[config.mk]
export PLATFORM = sky130hd
export DESIGN_NAME = pe_acc
export DESIGN_NICKNAME = d
export VERILOG_FILES = /design/src/rtl/pe_acc.sv
export SDC_FILE = /design/constraint.sdc
export NUM_CORES = 1
export LEC_CHECK = 0
export BUFFER_PORTS_ARGS = -buffer_cell sky130_fd_sc_hd__buf_2
export CORE_ASPECT_RATIO = 0.5
export CORE_MARGIN = 5
export CORE_UTILIZATION = 59
export CTS_BUF_LIST = sky130_fd_sc_hd__clkbuf_16
export CTS_CLUSTER_SIZE = 16
export DETAILED_ROUTE_END_ITERATION = 10
export GPL_TIMING_DRIVEN = 1
export PLACE_DENSITY_LB_ADDON = 0.08
export SYNTH_ARGS = -nofsm -noshare
export SYNTH_HDL_FRONTEND = slang
export SYNTH_SLANG_ARGS = --single-unit
[constraint.sdc]
create_clock -name clk -period 4.2 [get_ports clk]
set_input_delay 0.21 -clock clk [delete_from_list [all_inputs] [get_ports clk]]
set_output_delay 0.21 -clock clk [all_outputs]
set_load 0.01 [all_outputs]
[src/rtl/pe_acc.sv]
// Accumulation stage for one processing element: sums k_len products per job
// into a saturating accumulator and returns the result over valid/ready.
module pe_acc #(
  parameter int unsigned ACC_W = 24,
  parameter int unsigned K_W   = 8
) (
  input  logic             clk,
  input  logic             rst_n,
  input  logic             acc_start,
  input  logic [K_W-1:0]   k_len,
  input  logic             prod_vld,
  input  logic [15:0]      prod_data,
  output logic             pe_en,
  output logic             acc_busy,
  output logic             sum_vld,
  output logic [ACC_W-1:0] sum_data,
  output logic             sum_ovf,
  input  logic             sum_rdy
);

  localparam logic [1:0] S_IDLE = 2'd0;
  localparam logic [1:0] S_ACC  = 2'd1;
  localparam logic [1:0] S_DONE = 2'd2;

  logic [1:0]       state_q, state_d;
  logic [ACC_W-1:0] acc_q, acc_d;
  logic [K_W-1:0]   cnt_q, cnt_d;
  logic             ovf_q, ovf_d;
  logic             pe_en_q, busy_q, vld_q;
  logic [ACC_W:0]   sum_w;

  // Next-state, accumulate and saturate; the adder carry-out flags overflow.
  always_comb begin
    state_d = state_q;
    acc_d   = acc_q;
    cnt_d   = cnt_q;
    ovf_d   = ovf_q;
    sum_w   = {1'b0, acc_q} + (ACC_W + 1)'(prod_data);
    case (state_q)
      S_IDLE: begin
        if (acc_start) begin
          acc_d   = '0;
          ovf_d   = 1'b0;
          cnt_d   = k_len;
          state_d = (k_len == '0) ? S_DONE : S_ACC;
        end
      end
      S_ACC: begin
        if (prod_vld) begin
          cnt_d = cnt_q - K_W'(1);
          if (sum_w[ACC_W]) begin
            acc_d = '1;
            ovf_d = 1'b1;
          end else begin
            acc_d = sum_w[ACC_W-1:0];
          end
          if (cnt_q == K_W'(1)) state_d = S_DONE;
        end
      end
      S_DONE: begin
        if (sum_rdy) state_d = S_IDLE;
      end
      default: state_d = S_IDLE;
    endcase
  end

  // Status outputs are registered from the next state so they align with it.
  always_ff @(posedge clk) begin
    if (!rst_n) begin
      state_q <= S_IDLE;
      acc_q   <= '0;
      cnt_q   <= '0;
      ovf_q   <= 1'b0;
      pe_en_q <= 1'b0;
      busy_q  <= 1'b0;
      vld_q   <= 1'b0;
    end else begin
      state_q <= state_d;
      acc_q   <= acc_d;
      cnt_q   <= cnt_d;
      ovf_q   <= ovf_d;
      pe_en_q <= (state_d == S_ACC);
      busy_q  <= (state_d != S_IDLE);
      vld_q   <= (state_d == S_DONE);
    end
  end

  assign pe_en    = pe_en_q;
  assign acc_busy = busy_q;
  assign sum_vld  = vld_q;
  assign sum_data = acc_q;
  assign sum_ovf  = ovf_q;

endmodule

## Word level (Yosys, flattened, before mapping)

Index checks and enable logic that the tools add are counted.

- Add/subtract/negate cells: 2
- Multiply operators: 0
- Divide/modulo/power cells: 0
- Magnitude comparators: 0
- Equal/unequal tests: 8
- Shifts and indexed selects: 0
- Multiplexer cells: 17
- Bitwise gates (word level): 0
- Reductions and logical operators: 6

Operators by type and width:

| operator | number |
|---|---|
| 2-to-1 mux 24 bit | 3 |
| one-hot mux 24 bit (2 select lines) | 1 |
| adder 24 x 16 -> 25 bit | 1 |
| 2-to-1 mux 8 bit | 2 |
| one-hot mux 8 bit (2 select lines) | 1 |
| 2-to-1 mux 2 bit | 5 |
| == test 8 x 1 -> 1 bit (second input constant) | 1 |
| logical NOT 8 bit | 1 |
| subtractor 8 x 1 -> 8 bit (second input constant) | 1 |
| != test 2 bit (second input constant) | 3 |
| one-hot mux 2 bit (3 select lines) | 1 |
| == test 2 x 1 -> 1 bit (second input constant) | 2 |
| == test 2 bit (second input constant) | 2 |
| AND reduction 4 bit | 1 |
| nonzero test 2 bit | 2 |
| 2-to-1 mux 1 bit | 3 |
| AND reduction 3 bit | 1 |
| logical NOT 2 bit | 1 |
| one-hot mux 1 bit (2 select lines) | 1 |

- Flip-flop bits (word level): 38
- Bits in latches: 0
- Bits in writable memories: 0
- Bits in read-only memories: 0
- Input port bits: 29
- Output and inout bits: 28
- Logic and storage cells: 40
- Memories kept: 0

## Longest topological paths before layout

- Word-level depth: 5
- Mapped depth: 9
- Depth with buffers taken out: 9

## Worst setup path after synthesis

No wires, ideal clock.

- Path kind: register to register
- Start: register acc_q[7], in the netlist sum_data[7]
- End: register acc_q[18], in the netlist sum_data[18]
- Library setup time: 0.136 ns
- Data arrival time: 2.094 ns
- Data required time: 4.064 ns
- Setup slack: 1.970 ns
- Stages on the path, launching flop included: 9
- Path buffers: 0
- Period minus slack after synthesis: 2.230 ns
- Cells stage by stage: dfxtp_1 ha_1 nand2_2 or3_1 o31a_1 o21ai_2 nand2_2 o311ai_1 o311ai_1

- Cells in the longest elaborated chain, start to end: 4

Ends and longest elaborated chain:

| what | line | source |
|---|---|---|
| start, declared | 26 | `logic [ACC_W-1:0] acc_q, acc_d;` |
| start signal, assigned | 71 | `acc_q <= '0;` |
| start signal, assigned | 79 | `acc_q <= acc_d;` |
| adder 24 x 16 -> 25 bit | 38 | `sum_w = {1'b0, acc_q} + (ACC_W + 1)'(prod_data);` |
| 2-to-1 mux 24 bit | 51 | `if (sum_w[ACC_W]) begin` |
| 2-to-1 mux 24 bit | 49 | `if (prod_vld) begin` |
| one-hot mux 24 bit (2 select lines) | 39 | `case (state_q)` |

No other way between the ends. The select of a mux whose other input is x is not followed.
A chain may end at the register's enable or synchronous reset.

## Worst setup path after layout

- Start: register state_q[0]
- End: register acc_q[22], in the netlist sum_data[22]

- Cells in the longest elaborated chain, start to end: 3
- Elaborated cells between the ends (all ways): 7
- Classes of those cells: 3 x eq/ne; 1 x mux; 3 x reduce/logical

Ends and longest elaborated chain:

| what | line | source |
|---|---|---|
| start, declared | 25 | `logic [1:0] state_q, state_d;` |
| start signal, assigned | 78 | `state_q <= state_d;` |
| == test 2 x 1 -> 1 bit / logical NOT 2 bit (equally long branches) | 39 |  |
| != test 2 bit (no line) / nonzero test 2 bit (equally long branches) | - |  |
| AND reduction 3 bit (no line) | - |  |

Several ways; a longest one is shown, not always the timed one.

==> impl_metrics.tcl <==
set metrics [dict create \
    cellInternalPower_uw 819 \
    pwr-share-comb_pct 21.6 \
    hp-class "in2reg" \
    clock_latency_ns 0.29 \
    initialDrtViolationCount 109 \
    switching_share_pct 28.8 \
    power_leakage_uw 0.00147 \
    gp_routability_congestion 0.897 \
    synth-main-ff-cell "sky130_fd_sc_hd__dfxtp_1" \
    die-height_um 57.6 \
    fp-row-count 17 \
    drt_drc_violations_left 0 \
    via_count 2721 \
    startpoint "state_q[0]" \
    syn_inst 348 \
    run_status "completed" \
    power.sequential.fraction_pct 34.5 \
    finalSetupViolCount 0 \
    cp_data_arrival_time_ns 2.92 \
    timing.setup.tns_ns 0 \
    overflow 0 \
    placed_cells 448 \
    nets 446 \
    final_hold_violation_count 0 \
    critical_path.most_common_cell "sky130_fd_sc_hd__o311ai_1" \
    syn_to_final_growth_pct 18.0 \
    cp-start-kind "register" \
    ys_ff_latch 38 \
    path_max_fanout 21 \
    fp.dieW_um 105 \
    setup_repair_after_global_routing_missed_its_margin "false" \
    clkSlewWorstSetupHoldPaths_ns 0.06 \
    die-area_um2 6060 \
    placement.io_buffers 56 \
    num-fill-cells 383 \
    multi_input_comb_area_um2 1820 \
    critical_path.top_delay_family "simple AND/OR/NAND/NOR gates" \
    numClockSinks 38 \
    insertedDiodeCount 0 \
    crit_slowest_cell "sky130_fd_sc_hd__nand2_1" \
    cts_resized 0 \
    first_global_vias 2605 \
    tightestPinTransition_ns 0.767 \
    most-common-layout-cells "sky130_fd_sc_hd__nand2_1 (69), sky130_fd_sc_hd__buf_2 (56), sky130_fd_sc_hd__dfxtp_1 (38)" \
    avgSynthCellArea_um2 7.69 \
    timing.critical_path.slowest_cell_delay_ns 0.67 \
    num_io_pins 57 \
    cts_setup_buffers 0 \
    placeableCoreArea_um2 4380 \
    mostFrequentLayoutCell "sky130_fd_sc_hd__nand2_1" \
    maxSlewHeadroom_pct 48.8 \
    slew_viol_final 0 \
    yosys.area.top_type "sky130_fd_sc_hd__dfxtp_1" \
    first_pass_grt_wire_length_mm 11.6 \
    routed_via_density 5.97 \
    setup.worst_path.end_class "register" \
    routed_wl_mm 6.89 \
    ant_nets 0 \
    critical_path_buf_inv_count 0 \
    cp_data_required_time_ns 4.36 \
    worstHoldStart "k_len[0]" \
    cts_tree "yes" \
    post_synth_main_area_contributors "sky130_fd_sc_hd__dfxtp_1 (28%), sky130_fd_sc_hd__nand2_1 (9.7%), sky130_fd_sc_hd__ha_1 (8.4%)" \
    async_flop_share_pct 0 \
    clock_group_share_of_total_power_pct 43.8 \
    syn_area_um2 2680 \
    timing_worst_setup_path_type "reg2reg" \
    maxCapViolCount 0 \
    post-synth-top-area-fraction_pct 28.4 \
    switchingPower_uw 332 \
    postSynthNetCount 396 \
    synth_warnings 0 \
    cts_made_buffers 5 \
    cellPowerDensity_nw_per_um2 365 \
    cts_hold_repair.buffers 0 \
    drive_above_1_share_pct 22.6 \
    initial_core_utilization_pct 61.1 \
    clock_skew_ns 0.00413 \
    max_freq_ghz 0.363 \
    irDropWorstVdd_mv 0.238 \
    hpwl_mm 4.96 \
    htree_levels 2 \
    period_minus_slack_ns 2.76 \
    synth_seq_area_share_pct 28.4 \
    number_of_antenna_violations_at_the_first_check_in_global_routing 0 \
    grt.total_usage_pct 22.7 \
    post_drt_wl_per_cell_um 15.1 \
    layout.cells.non_filler 456 \
    detail_route.first_pass.iterations 4 \
    cell_variety_after_synth 56 \
    r2r-start "state_q[0]" \
    finalCritPeriodShare_pct 65.7 \
    ctsRootBufferMaster "sky130_fd_sc_hd__clkbuf_16" \
    synth_edf_count 0 \
    seqCellArea_um2 761 \
    clock_path_buffers 2 \
    pin_count_of_the_biggest_net_entering_global_routing 30 \
    crit_path_cell_trace "nor2b_1, nand2_1, and3_2, o311ai_1, o311ai_1" \
]
## synth_stat cells (5+ instances only)
| cell | n |
|---|---|
| sky130_fd_sc_hd__nand3_1 | 16 |
| sky130_fd_sc_hd__o21ai_0 | 23 |
| sky130_fd_sc_hd__xor2_1 | 6 |
| sky130_fd_sc_hd__dfxtp_1 | 38 |
| sky130_fd_sc_hd__nand2_1 | 69 |
| sky130_fd_sc_hd__a21oi_2 | 10 |
| sky130_fd_sc_hd__mux2i_1 | 5 |
| sky130_fd_sc_hd__xnor2_1 | 8 |
| sky130_fd_sc_hd__nor2_1 | 17 |
| sky130_fd_sc_hd__clkbuf_1 | 9 |
| sky130_fd_sc_hd__and2_1 | 9 |
| sky130_fd_sc_hd__a21oi_1 | 30 |
| sky130_fd_sc_hd__ha_1 | 18 |
| sky130_fd_sc_hd__o211ai_1 | 5 |
| sky130_fd_sc_hd__inv_1 | 8 |
## state kept, by name, summed over array words and instances (netlist names)
register / count
acc_busy: 1
cnt_q: 8
pe_en: 1
state_q: 2
sum_data: 24
sum_ovf: 1
sum_vld: 1
## through the flow
stage / total power, uW / util [%] / setup WS [ns] / area, um^2 / hold slack, ns
global route: 1200 / 72.0 / 1.13 / 3160 / 0.334
floorplan: 588 / - / 1.97 / 2680 / 0.431
detailed placement: 649 / 67.6 / 1.54 / 2960 / 0.461
finish: 1150 / 72.0 / 1.44 / 3160 / 0.289
global placement: 642 / 67.6 / 1.64 / 2960 / 0.448
CTS: 1150 / 72.0 / 1.47 / 3160 / 0.282
## area by class of cell
type                    instances  share of cell area, %
multi-input cells             289                   57.7
flip-flops and latches         38                   24.1
repair buffers                 56                   8.88
clock buffers                   5                   3.97
well taps                      57                   2.26
clock inverters                 3                   2.18
inverters                       8                  0.952
## worst min-delay path, stage by stage
cell and delay, ns:
sky130_fd_sc_hd__buf_2 0.10, sky130_fd_sc_hd__o21ai_0 0.08, sky130_fd_sc_hd__a21oi_1 0.14
## worst paths after layout
check / to / slack [ns] / cells after the start
worst min-delay path: cnt_q[0] / 0.29 / 3
worst min register to register: sum_ovf / 0.47 / 1
worst max-delay path: sum_data[22] / 1.44 / 5
worst max register to register: sum_data[22] / 1.44 / 5
## power by group through the flow
stage | sequential, uW | combinational [uW] | clock (uW)
2_1_floorplan | 407 | 180 | 0
6_report | 398 | 249 | 505
5_1_grt | 400 | 277 | 526
3_5_place_dp | 405 | 244 | 0
3_3_place_gp | 404 | 238 | 0
4_1_cts | 397 | 247 | 505
## cells by family after synthesis
| group | share of synthesized area [%] |
|---|---|
| compound gates | 26.2 |
| xor+xnor | 4.58 |
| fa+ha+maj | 9.17 |
| buf+inv | 3.55 |
| flops | 28.4 |
| mux | 1.87 |
| simple gates | 26.1 |
## metal layers
metal | routed length, um | part of all wire [%] | up-vias | global-route usage (%)
li1 | - | - | 1352 | -
met1 | 3150 | 46 | 1283 | 29.4
met2 | 3280 | 48 | 81 | 38.8
met3 | 438 | 6.4 | 5 | 5.34
met4 | 29 | 0.42 | 0 | 5.10
met5 | 0 | 0 | - | 0
No activity file was read; power rests on OpenSTA's default activity.
